`src/rtl/ahb_cpu_manager_pkg.sv`:
```
// Shared types for the CPU-side AHB-Lite manager: bus encodings and FSM states.
package ahb_cpu_manager_pkg;

  typedef logic [31:0] word_t;

  typedef enum logic [1:0] {
    HTRANS_IDLE   = 2'b00,
    HTRANS_BUSY   = 2'b01,
    HTRANS_NONSEQ = 2'b10,
    HTRANS_SEQ    = 2'b11
  } htrans_t;

  typedef enum logic [2:0] {
    HSIZE_BYTE = 3'b000,
    HSIZE_HALF = 3'b001,
    HSIZE_WORD = 3'b010
  } hsize_t;

  localparam logic [2:0] HBURST_SINGLE = 3'b000;

  typedef enum logic [1:0] {
    ST_IDLE,
    ST_DATA_I,
    ST_DATA_D
  } state_t;

  // dwrite code 00 (read) also maps to a word transfer
  function automatic hsize_t dwrite_to_hsize(input logic [1:0] dw);
    case (dw)
      2'b01:   return HSIZE_BYTE;
      2'b10:   return HSIZE_HALF;
      default: return HSIZE_WORD;
    endcase
  endfunction

endpackage

```
`src/rtl/ahb_cpu_manager.sv`:
```
// AHB-Lite single manager: turns CPU instruction/data requests into single AHB
// transfers, data taking priority over instruction fetch.
module ahb_cpu_manager
  import ahb_cpu_manager_pkg::*;
(
  input  logic        i_clk,
  input  logic        i_nrst,
  input  logic        i_iread,
  input  logic        i_dread,
  input  logic [1:0]  i_dwrite,
  input  logic [31:0] i_iaddr,
  input  logic [31:0] i_daddr,
  input  logic [31:0] i_dstore,
  output logic        o_ihit,
  output logic        o_dhit,
  output logic [31:0] o_iload,
  output logic [31:0] o_dload,
  output logic [31:0] o_haddr,
  output logic [1:0]  o_htrans,
  output logic        o_hwrite,
  output logic [2:0]  o_hsize,
  output logic [2:0]  o_hburst,
  output logic [31:0] o_hwdata,
  input  logic [31:0] i_hrdata,
  input  logic        i_hready,
  input  logic        i_hresp
);

  state_t     r_state;
  logic       r_ipend;
  logic       r_dpend;
  logic [1:0] r_pdw;
  logic       r_dwr;
  word_t      r_hwdata;
  word_t      r_iload;
  word_t      r_dload;

  logic       w_dreq;
  logic       w_ireq;
  logic [1:0] w_dw;
  logic       w_issue_d;
  logic       w_issue_i;
  logic       w_ihit;
  logic       w_dhit;
  word_t      w_rdata;

  // Request pulses are single-cycle, so a request stalled by hready=0 or
  // beaten by a data request is remembered in r_dpend/r_ipend.
  always_comb begin
    w_dw      = r_dpend ? r_pdw : i_dwrite;
    w_dreq    = i_dread | (i_dwrite != 2'b00) | r_dpend;
    w_ireq    = i_iread | r_ipend;
    w_issue_d = (r_state == ST_IDLE) && w_dreq;
    w_issue_i = (r_state == ST_IDLE) && !w_dreq && w_ireq;
    w_ihit    = (r_state == ST_DATA_I) && i_hready;
    w_dhit    = (r_state == ST_DATA_D) && i_hready;
    w_rdata   = i_hresp ? '0 : i_hrdata;

    o_htrans  = HTRANS_IDLE;
    o_haddr   = '0;
    o_hwrite  = 1'b0;
    o_hsize   = HSIZE_WORD;
    if (w_issue_d) begin
      o_htrans = HTRANS_NONSEQ;
      o_haddr  = i_daddr;
      o_hwrite = (w_dw != 2'b00);
      o_hsize  = dwrite_to_hsize(w_dw);
    end else if (w_issue_i) begin
      o_htrans = HTRANS_NONSEQ;
      o_haddr  = i_iaddr;
    end

    o_ihit   = w_ihit;
    o_dhit   = w_dhit;
    o_iload  = w_ihit ? w_rdata : r_iload;
    o_dload  = (w_dhit && !r_dwr) ? w_rdata : r_dload;
    o_hburst = HBURST_SINGLE;
    o_hwdata = r_hwdata;
  end

  always_ff @(posedge i_clk or posedge i_nrst) begin
    if (i_nrst) begin
      r_state  <= ST_IDLE;
      r_ipend  <= 1'b0;
      r_dpend  <= 1'b0;
      r_pdw    <= 2'b00;
      r_dwr    <= 1'b0;
      r_hwdata <= '0;
      r_iload  <= '0;
      r_dload  <= '0;
    end else begin
      case (r_state)
        ST_IDLE: begin
          if (w_issue_d) begin
            r_ipend <= w_ireq;
            if (i_hready) begin
              r_state <= ST_DATA_D;
              r_dpend <= 1'b0;
              r_dwr   <= (w_dw != 2'b00);
              if (w_dw != 2'b00) r_hwdata <= i_dstore;
            end else begin
              r_dpend <= 1'b1;
              r_pdw   <= w_dw;
            end
          end else if (w_issue_i) begin
            if (i_hready) begin
              r_state <= ST_DATA_I;
              r_ipend <= 1'b0;
              r_dwr   <= 1'b0;
            end else begin
              r_ipend <= 1'b1;
            end
          end
        end
        ST_DATA_I, ST_DATA_D: begin
          r_ipend <= r_ipend | i_iread;
          if (i_hready) begin
            r_state <= ST_IDLE;
            if (r_state == ST_DATA_I) r_iload <= w_rdata;
            else if (!r_dwr)          r_dload <= w_rdata;
          end
        end
        default: r_state <= ST_IDLE;
      endcase
    end
  end

endmodule

```
`config.mk`:
```
export PLATFORM = sky130hd
export DESIGN_NAME = ahb_cpu_manager
export DESIGN_NICKNAME = d
export VERILOG_FILES = /design/src/rtl/ahb_cpu_manager_pkg.sv /design/src/rtl/ahb_cpu_manager.sv
export SDC_FILE = /design/constraint.sdc
export NUM_CORES = 1
export LEC_CHECK = 0
export ABC_AREA = 1
export CAP_MARGIN = 20
export CELL_PAD_IN_SITES_DETAIL_PLACEMENT = 1
export CELL_PAD_IN_SITES_GLOBAL_PLACEMENT = 1
export CORE_ASPECT_RATIO = 0.75
export CORE_MARGIN = 8
export CORE_UTILIZATION = 25
export CTS_BUF_LIST = sky130_fd_sc_hd__clkbuf_2 sky130_fd_sc_hd__clkbuf_4 sky130_fd_sc_hd__clkbuf_8
export DETAILED_ROUTE_END_ITERATION = 8
export PLACE_DENSITY = 0.76
export SLEW_MARGIN = 20
export SYNTH_ARGS = -nofsm -noshare
export SYNTH_HDL_FRONTEND = slang
export SYNTH_SLANG_ARGS = --single-unit
```
`constraint.sdc`:
```
create_clock -name i_clk -period 3.9 [get_ports i_clk]
set_clock_uncertainty 0.2 [all_clocks]
set_input_delay 1.17 -clock i_clk [delete_from_list [all_inputs] [get_ports i_clk]]
set_output_delay 1.17 -clock i_clk [all_outputs]
set_load 0.02 [all_outputs]
```
==> summary.md, run 1 <==
| Metric | Value |
|---|---|
| Vias in the first global route | `6515` |
| Delay-heaviest family, CP | `buffers and inverters` |
| Die Span X | `187.7 um` |
| Maximum clock frequency | `260.4 MHz` |
| Fraction of layout cells with a size suffix above 1 | `19.04%` |
| Crit-path cells | `dlygate4sd2_1 -> bufbuf_16 -> nor2_2 -> nand2_1 -> o21ai_0 -> dlygate4sd2_1` |
| DIE AREA | `between 0.02 and 0.03 mm2` |
| Worst Tran Pin Value | `0.6109 ns` |
| Count leader, synth | `nand2_1` |
| Worst setup EP type | `output port` |
| Top-Level Pins | `275` |
| VDD IR-drop max | `0.0002607 V` |
| Critical-path top delay cell | `dlygate4sd2_1` |
| RR Startpoint | `r_state[0]$_DFFE_PP0P_` |
| Synthesized area | `0.005528 mm2` |
| WP depth | `6` |
| Cell Pwr Density | `~640 mW/mm2` |
| Most common cell on crit path | `dlygate4sd2_1` |
| Worst rel slew slack | `about three fifths` |
| Seq/Total Area, Yosys | `46.63%` |
| Via count | `5951` |
| Syn-to-layout area delta | `65.01%` |
| Final setup viols | `0` |
| ANT nets after route | `0` |
| Core Region | `about 0.022 mm2` |
| Final HPWL DP | `~17000 um` |
| Row cnt | `47` |
| Final-report hold violation count | `0` |
| RD Place Congestion | `about 0.73` |
| WP data required | `2.53 ns` |
| CTS Buf Count | `9` |
| Diodes inserted | `0` |
| Top cells by area, synth | `dfrtp_1 47%, nand2_1 18%, o21ai_0 13%` |
| Ys async rst share | `100.0%` |
| Total gr overflow | `0` |
| Critical Path Source | `i_hresp` |
| MaxCap Viol Count | `0` |
| Final min period | `around 3.8 ns` |
| Max clock buf depth | `2` |
| Setup WS pre-CTS | `-0.6414 ns` |
| Ys flop type | `dfrtp_1` |
| Worst R2R End | `r_dload[9]$_DFFE_PP0P_` |
| Slew Limit Fails | `0` |
| Clock sink count | `103` |
| DR iter-0 viols | `233` |
| Total power | `5.859 mW` |
| Syn avg cell area | `7.060 um2` |
| Critical path type | `in2out` |
| Cell chosen for the clock root | `clkbuf_8` |
| Unique masters post-synth | `27` |
| CP peak stage delay | `0.35 ns` |
| Cell taking the most area after synthesis | `dfrtp_1` |
| Setup crit end | `o_iload[23]` |
| Flop-to-flop setup slack | `about 1.7 ns` |
| Min Hold Slack | `0.2783 ns` |
| CP Max Fanout | `8` |
| Initial Util | `around a quarter` |
| LEAKAGE | `roughly 4.5 nW` |
| CP Buf/Inv Count | `3` |
| Clk slew on worst S/H paths | `0.10 ns` |
| Number of synthesized flops with an enable pin | `0` |
| Die Span Y | `roughly 140 um` |
| CTS tree | `done` |
| Number of antenna violations at the first check in global routing | `1` |
| Via density | `4.309` |
| Commonest cells in the netlist | `263 x nand2_1, 148 x o21ai_0, 141 x inv_1` |
| Outcome | `finished clean` |
| Htree depth | `3` |
| Worst setup SP type | `primary input` |
| Cell depth of the worst flop-to-flop path | `6` |
| First-pass GRT wire length | `35340 um` |
| Largest net degree at the start of global routing | `about 100` |
| TritonRoute pass-1 iters | `4` |
| CP arrival | `2.47 ns` |
| Synth Instances | `783` |
| Routed WL per cell | `16.38 um` |
| Post-CTS Hold Buffers | `0` |
| Layout Nets | `1223` |
| DRC | `0` |
| HP Class | `reg2reg` |
| Yosys reg bits | `103` |
| GRT Total Usage | `16.27%` |
| Port-buffer cells | `269` |
| Drt total wl | `~23000 um` |
| Synth warn | `0` |
| Setup ws final | `about 0.06 ns` |
| RSZ-0062 raised after global routing | `true` |
| Top-area cell type share of the netlist area | `between 40% and 50%` |
| Final period utilization | `98.45%` |
| Later-pin clock latency in the skew report | `0.39 ns` |
-- area by class of cell --
class,instances,area [um2]
Clock buffer,11,138.9
Clock inverter,5,41.29
Fill cell,2733,12750
Inverter,145,550.5
Multi-Input combinational cell,494,2300
Sequential cell,103,2577
Tap cell,294,367.9
Timing Repair Buffer,329,3146
-- layer usage --
layer	GRT usage, %	up-vias	part of all wire (%)	routed length [um]
li1	-	2958	-	-
met1	18.94	2812	43	9683
met4	3.598	2	1.4	306
met2	28.76	163	49	11170
met5	0	-	0.035	8
met3	5.556	16	6.4	1454
-- cell families (layout without fill, tap and decap cells) --
family                   Yosys count  count (layout)  synth area share [%]
AO/OA/AOI/OAI                    169             169                 15.60
adder cells (fa/ha/maj)            5               5                 1.132
buffers and inverters            190             490                 14.19
flip-flops                       103             103                 46.63
multiplexers                       1               1                0.1811
other                              1               5               0.06784
AND/OR/NAND/NOR                  314             314                 22.20
-- flip-flops by register name (all words and copies together), names as in the netlist --
| register | count |
|---|---|
| o_hwdata | 32 |
| r_dload | 32 |
| r_iload | 32 |
| r_pdw | 2 |
| r_state | 2 |
| r_dpend | 1 |
| r_dwr | 1 |
| r_ipend | 1 |
-- how the worst min path moves through the flow --
| stage | start | to | slack, ns | depth (start not counted) |
|---|---|---|---|---|
| after floorplan | r_pdw[0]$_DFFE_PP0P_ | r_pdw[0]$_DFFE_PP0P_ | 0.26 | 1 |
| after global placement | o_hwdata[28]$_DFFE_PP0P_ | o_hwdata[28]$_DFFE_PP0P_ | 0.25 | 2 |
| after detailed placement | o_hwdata[0]$_DFFE_PP0P_ | o_hwdata[0]$_DFFE_PP0P_ | 0.26 | 2 |
| after CTS | o_hwdata[0]$_DFFE_PP0P_ | o_hwdata[0]$_DFFE_PP0P_ | 0.28 | 2 |
| after global routing | o_hwdata[31]$_DFFE_PP0P_ | o_hwdata[31]$_DFFE_PP0P_ | 0.31 | 2 |
| final | o_hwdata[17]$_DFFE_PP0P_ | o_hwdata[17]$_DFFE_PP0P_ | 0.28 | 2 |
-- through the flow --
step	utilization (%)	setup TNS, ns	std cells	cell area, um2
global route	41.70	-0.06673	1381	9121
global placement	40.52	-40.11	1357	8865
detailed placement	40.52	-43.52	1357	8865
floorplan	-	0	787	5547
finish	41.70	0	1381	9121
CTS	41.61	-0.002401	1377	9102
-- worst min-delay path, stage by stage, from the launching register on --
cell and delay, ns:
dfrtp_1 0.36, nand2_1 0.05, nand2_1 0.05
-- cell usage in the layout, fill, tap and decap left out, types with 12 or more instances in the layout --
cell and instances:
clkdlybuf4s50_1 161, clkdlybuf4s15_2 18, buf_2 19, nand2_1 261, buf_4 54, o21ai_0 135, dlygate4sd2_1 18, nor2_2 16
inv_1 138, o21ai_1 12, clkbuf_2 32, nor2_1 22, dfrtp_1 103
-- repair_timing --
| action | CTS | global route |
|---|---|---|
| endpoints found under the setup margin | 99 | 91 |
| gates cloned | 4 | 3 |
| gates resized for setup | 304 | 143 |
| buffers inserted | 0 | 1 |
| pin swaps | 6 | 5 |
-- where the power goes --
part / internal, mW / leakage [nW] / switching, mW / total, mW
Clock: 0.253 / 0.0874 / 0.413 / 0.666
Sequential: 1.51 / 1.21 / 0.187 / 1.70
Combinational: 1.42 / 3.16 / 2.07 / 3.49
(Power assumes the default switching activity.)
==> inputs of run 2 (changes only) <==
- ABC_CLOCK_PERIOD_IN_PS: default -> 3900
==> results of run 2 <==
Final layout, timing and power as in run 1 (identical DEF).
==> inputs of run 3 (changes only) <==
- ABC_CLOCK_PERIOD_IN_PS: 3900 -> 3250
- CAP_MARGIN: 20 -> default
- CELL_PAD_IN_SITES_DETAIL_PLACEMENT: 1 -> default
- CELL_PAD_IN_SITES_GLOBAL_PLACEMENT: 1 -> default
- CORE_UTILIZATION: 25 -> 38
- PLACE_DENSITY: 0.76 -> 0.77
- clock period: 3.9 -> 3.25 ns (I/O delays scaled with it)
==> summary.md, run 3 (synthesis results as in run 1) <==
| Metric | Value |
|---|---|
| Logic pwr share | `61.5%` |
| Final HPWL DP | `14130 um` |
| CP arrival | `between 2 and 2.5 ns` |
| Layout Nets | `roughly 1300` |
| Die Span Y | `120.5 um` |
| DRC | `0` |
| Clk slew on worst S/H paths | `0.09 ns` |
| Cell count after placement | `1280` |
| Switching Power | `between 3 and 4 mW` |
| Routed WL per cell | `15.25 um` |
| GRT Total Usage | `20.82%` |
| Finished Layout Cells | `1319` |
| Largest net degree at the start of global routing | `between 70 and 80` |
| Initial Util | `38.50%` |
| Outcome | `finished clean` |
| DR iter-0 viols | `355` |
| Drt total wl | `20110 um` |
| TNS Setup | `0 ns` |
| TritonRoute pass-1 iters | `7` |
| Post-CTS Hold Buffers | `0` |
| Hold path depth | `2` |
| First-pass GRT wire length | `31270 um` |
| Worst setup SP type | `primary input` |
| Post-placement cell area | `~0.009 mm2` |
| Cell chosen for the clock root | `clkbuf_8` |
| Port-buffer cells | `269` |
| Commonest non-fill, non-tap cell in the layout | `nand2_1` |
| DIE AREA | `0.01870 mm2` |
| CP Max Fanout | `7` |
| ANT nets after route | `0` |
| Min-delay src | `o_hwdata[21]$_DFFE_PP0P_` |
| RD Place Congestion | `0.7538` |
| Flop-to-flop setup slack | `about 0.98 ns` |
| Final setup viols | `0` |
| Cell Pwr Density | `788.3 mW/mm2` |
| Critical path type | `in2out` |
| Final min period | `approximately 3.2 ns` |
| Worst R2R End | `o_hwdata[13]$_DFFE_PP0P_` |
| Clock sink count | `103` |
| Total gr overflow | `0` |
| Via density | `4.584` |
| Diodes inserted | `0` |
| HP Class | `reg2reg` |
| Seq pwr share | `between 20% and 30%` |
| Core Region | `between 0.01 and 0.015 mm2` |
| Maximum clock frequency | `roughly 310 MHz` |
| Slew Limit Fails | `0` |
| CTS Buf Count | `9` |
| Hold path endpoint | `o_hwdata[21]$_DFFE_PP0P_` |
| RSZ-0062 raised after global routing | `true` |
| Clock Power Share | `10.8%` |
| VDD IR-drop max | `0.0004002 V` |
| WP data required | `2.07 ns` |
| MaxCap Viol Count | `0` |
| Vias in the first global route | `5865` |
| Switch share | `44.54%` |
| Htree depth | `3` |
| Fraction of layout cells with a size suffix above 1 | `25.74%` |
| Final-report hold violation count | `0` |
| Final instance area | `0.009350 mm2` |
| Cell depth of the worst flop-to-flop path | `13` |
| Via count | `6046` |
| Syn-to-layout area delta | `69.15%` |
| CTS tree | `done` |
| Row cnt | `38` |
| Final period utilization | `99.62%` |
| Number of antenna violations at the first check in global routing | `0` |
| LEAKAGE | `between 4 and 5 nW` |
| Worst setup EP type | `output port` |
| Internal | `just over 4 mW` |
| Later-pin clock latency in the skew report | `0.37 ns` |
| Max clock buf depth | `2` |
| Die Span X | `about 160 um` |
| Top-Level Pins | `approximately 280` |
| RR Startpoint | `r_state[1]$_DFFE_PP0P_` |
| Most frequent cells in the layout | `248 x nand2_1, 161 x clkdlybuf4s50_1, 137 x inv_1, 104 x o21ai_0, 103 x dfrtp_1` |
-- run 3: routing by layer --
metal | global-route usage (%) | vias up | share of wire [%]
li1 | - | 3035 | -
met1 | 23.89 | 2785 | 39
met2 | 36.88 | 206 | 51
met3 | 6.809 | 20 | 8.4
met4 | 5.502 | 0 | 1.4
met5 | 0 | - | 0
-- run 3: how the worst max path moves through the flow --
stage	from	end	slack, ns	depth (start not counted)
floorplan	i_hready	o_iload[22]	0.05	5
global placement	i_dwrite[1]	o_hsize[1]	-0.81	8
detailed placement	i_dwrite[1]	o_hsize[1]	-0.84	8
CTS	r_state[1]$_DFFE_PP0P_	o_dload[17]	0.003	9
global route	i_iread	o_haddr[19]	-0.03	8
finish	i_iread	o_haddr[19]	0.01	8
-- run 3: timing repair --
item	CTS	global route
cloned	8	3
setup endpoints to repair	101	82
gates resized for setup	590	94
pin swaps	10	5
buffers inserted	12	0
-- run 3: layout make-up --
cell class / instances / area (um2)
Clock buffer: 11 / 145.1
Inverter: 145 / 560.5
Tap cell: 200 / 250.2
Multi-Input combinational cell: 494 / 2436
Sequential cell: 103 / 2577
Clock inverter: 5 / 48.80
Fill cell: 1266 / 5009
Timing Repair Buffer: 361 / 3332
-- run 3: critical path, cell delays in order --
cell,delay [ns]
dlygate4sd2_1,0.22
inv_1,0.04
nand2_1,0.08
nand4_1,0.11
buf_6,0.17
buf_8,0.13
o21ai_1,0.17
buf_4,0.17
-- run 3: through the flow --
step | hold WS, ns | utilization [%] | total power, mW | setup slack, ns
6_report | 0.2770 | 65.12 | 7.370 | 0.01224
5_1_grt | 0.2991 | 65.12 | 7.879 | -0.02891
4_1_cts | 0.2827 | 63.97 | 7.234 | 0.002562
3_5_place_dp | 0.2578 | 61.74 | 6.397 | -0.8350
3_3_place_gp | 0.2529 | 61.74 | 6.323 | -0.8135
2_1_floorplan | 0.2639 | - | 4.234 | 0.05421
-- run 3: power by group through the flow --
stage	clock, mW	sequential, mW	combinational, mW
floorplan	0	2.25	1.98
global placement	0	2.03	4.30
detailed placement	0	2.05	4.35
CTS	0.824	2.03	4.38
global route	0.874	2.10	4.91
finish	0.795	2.04	4.53
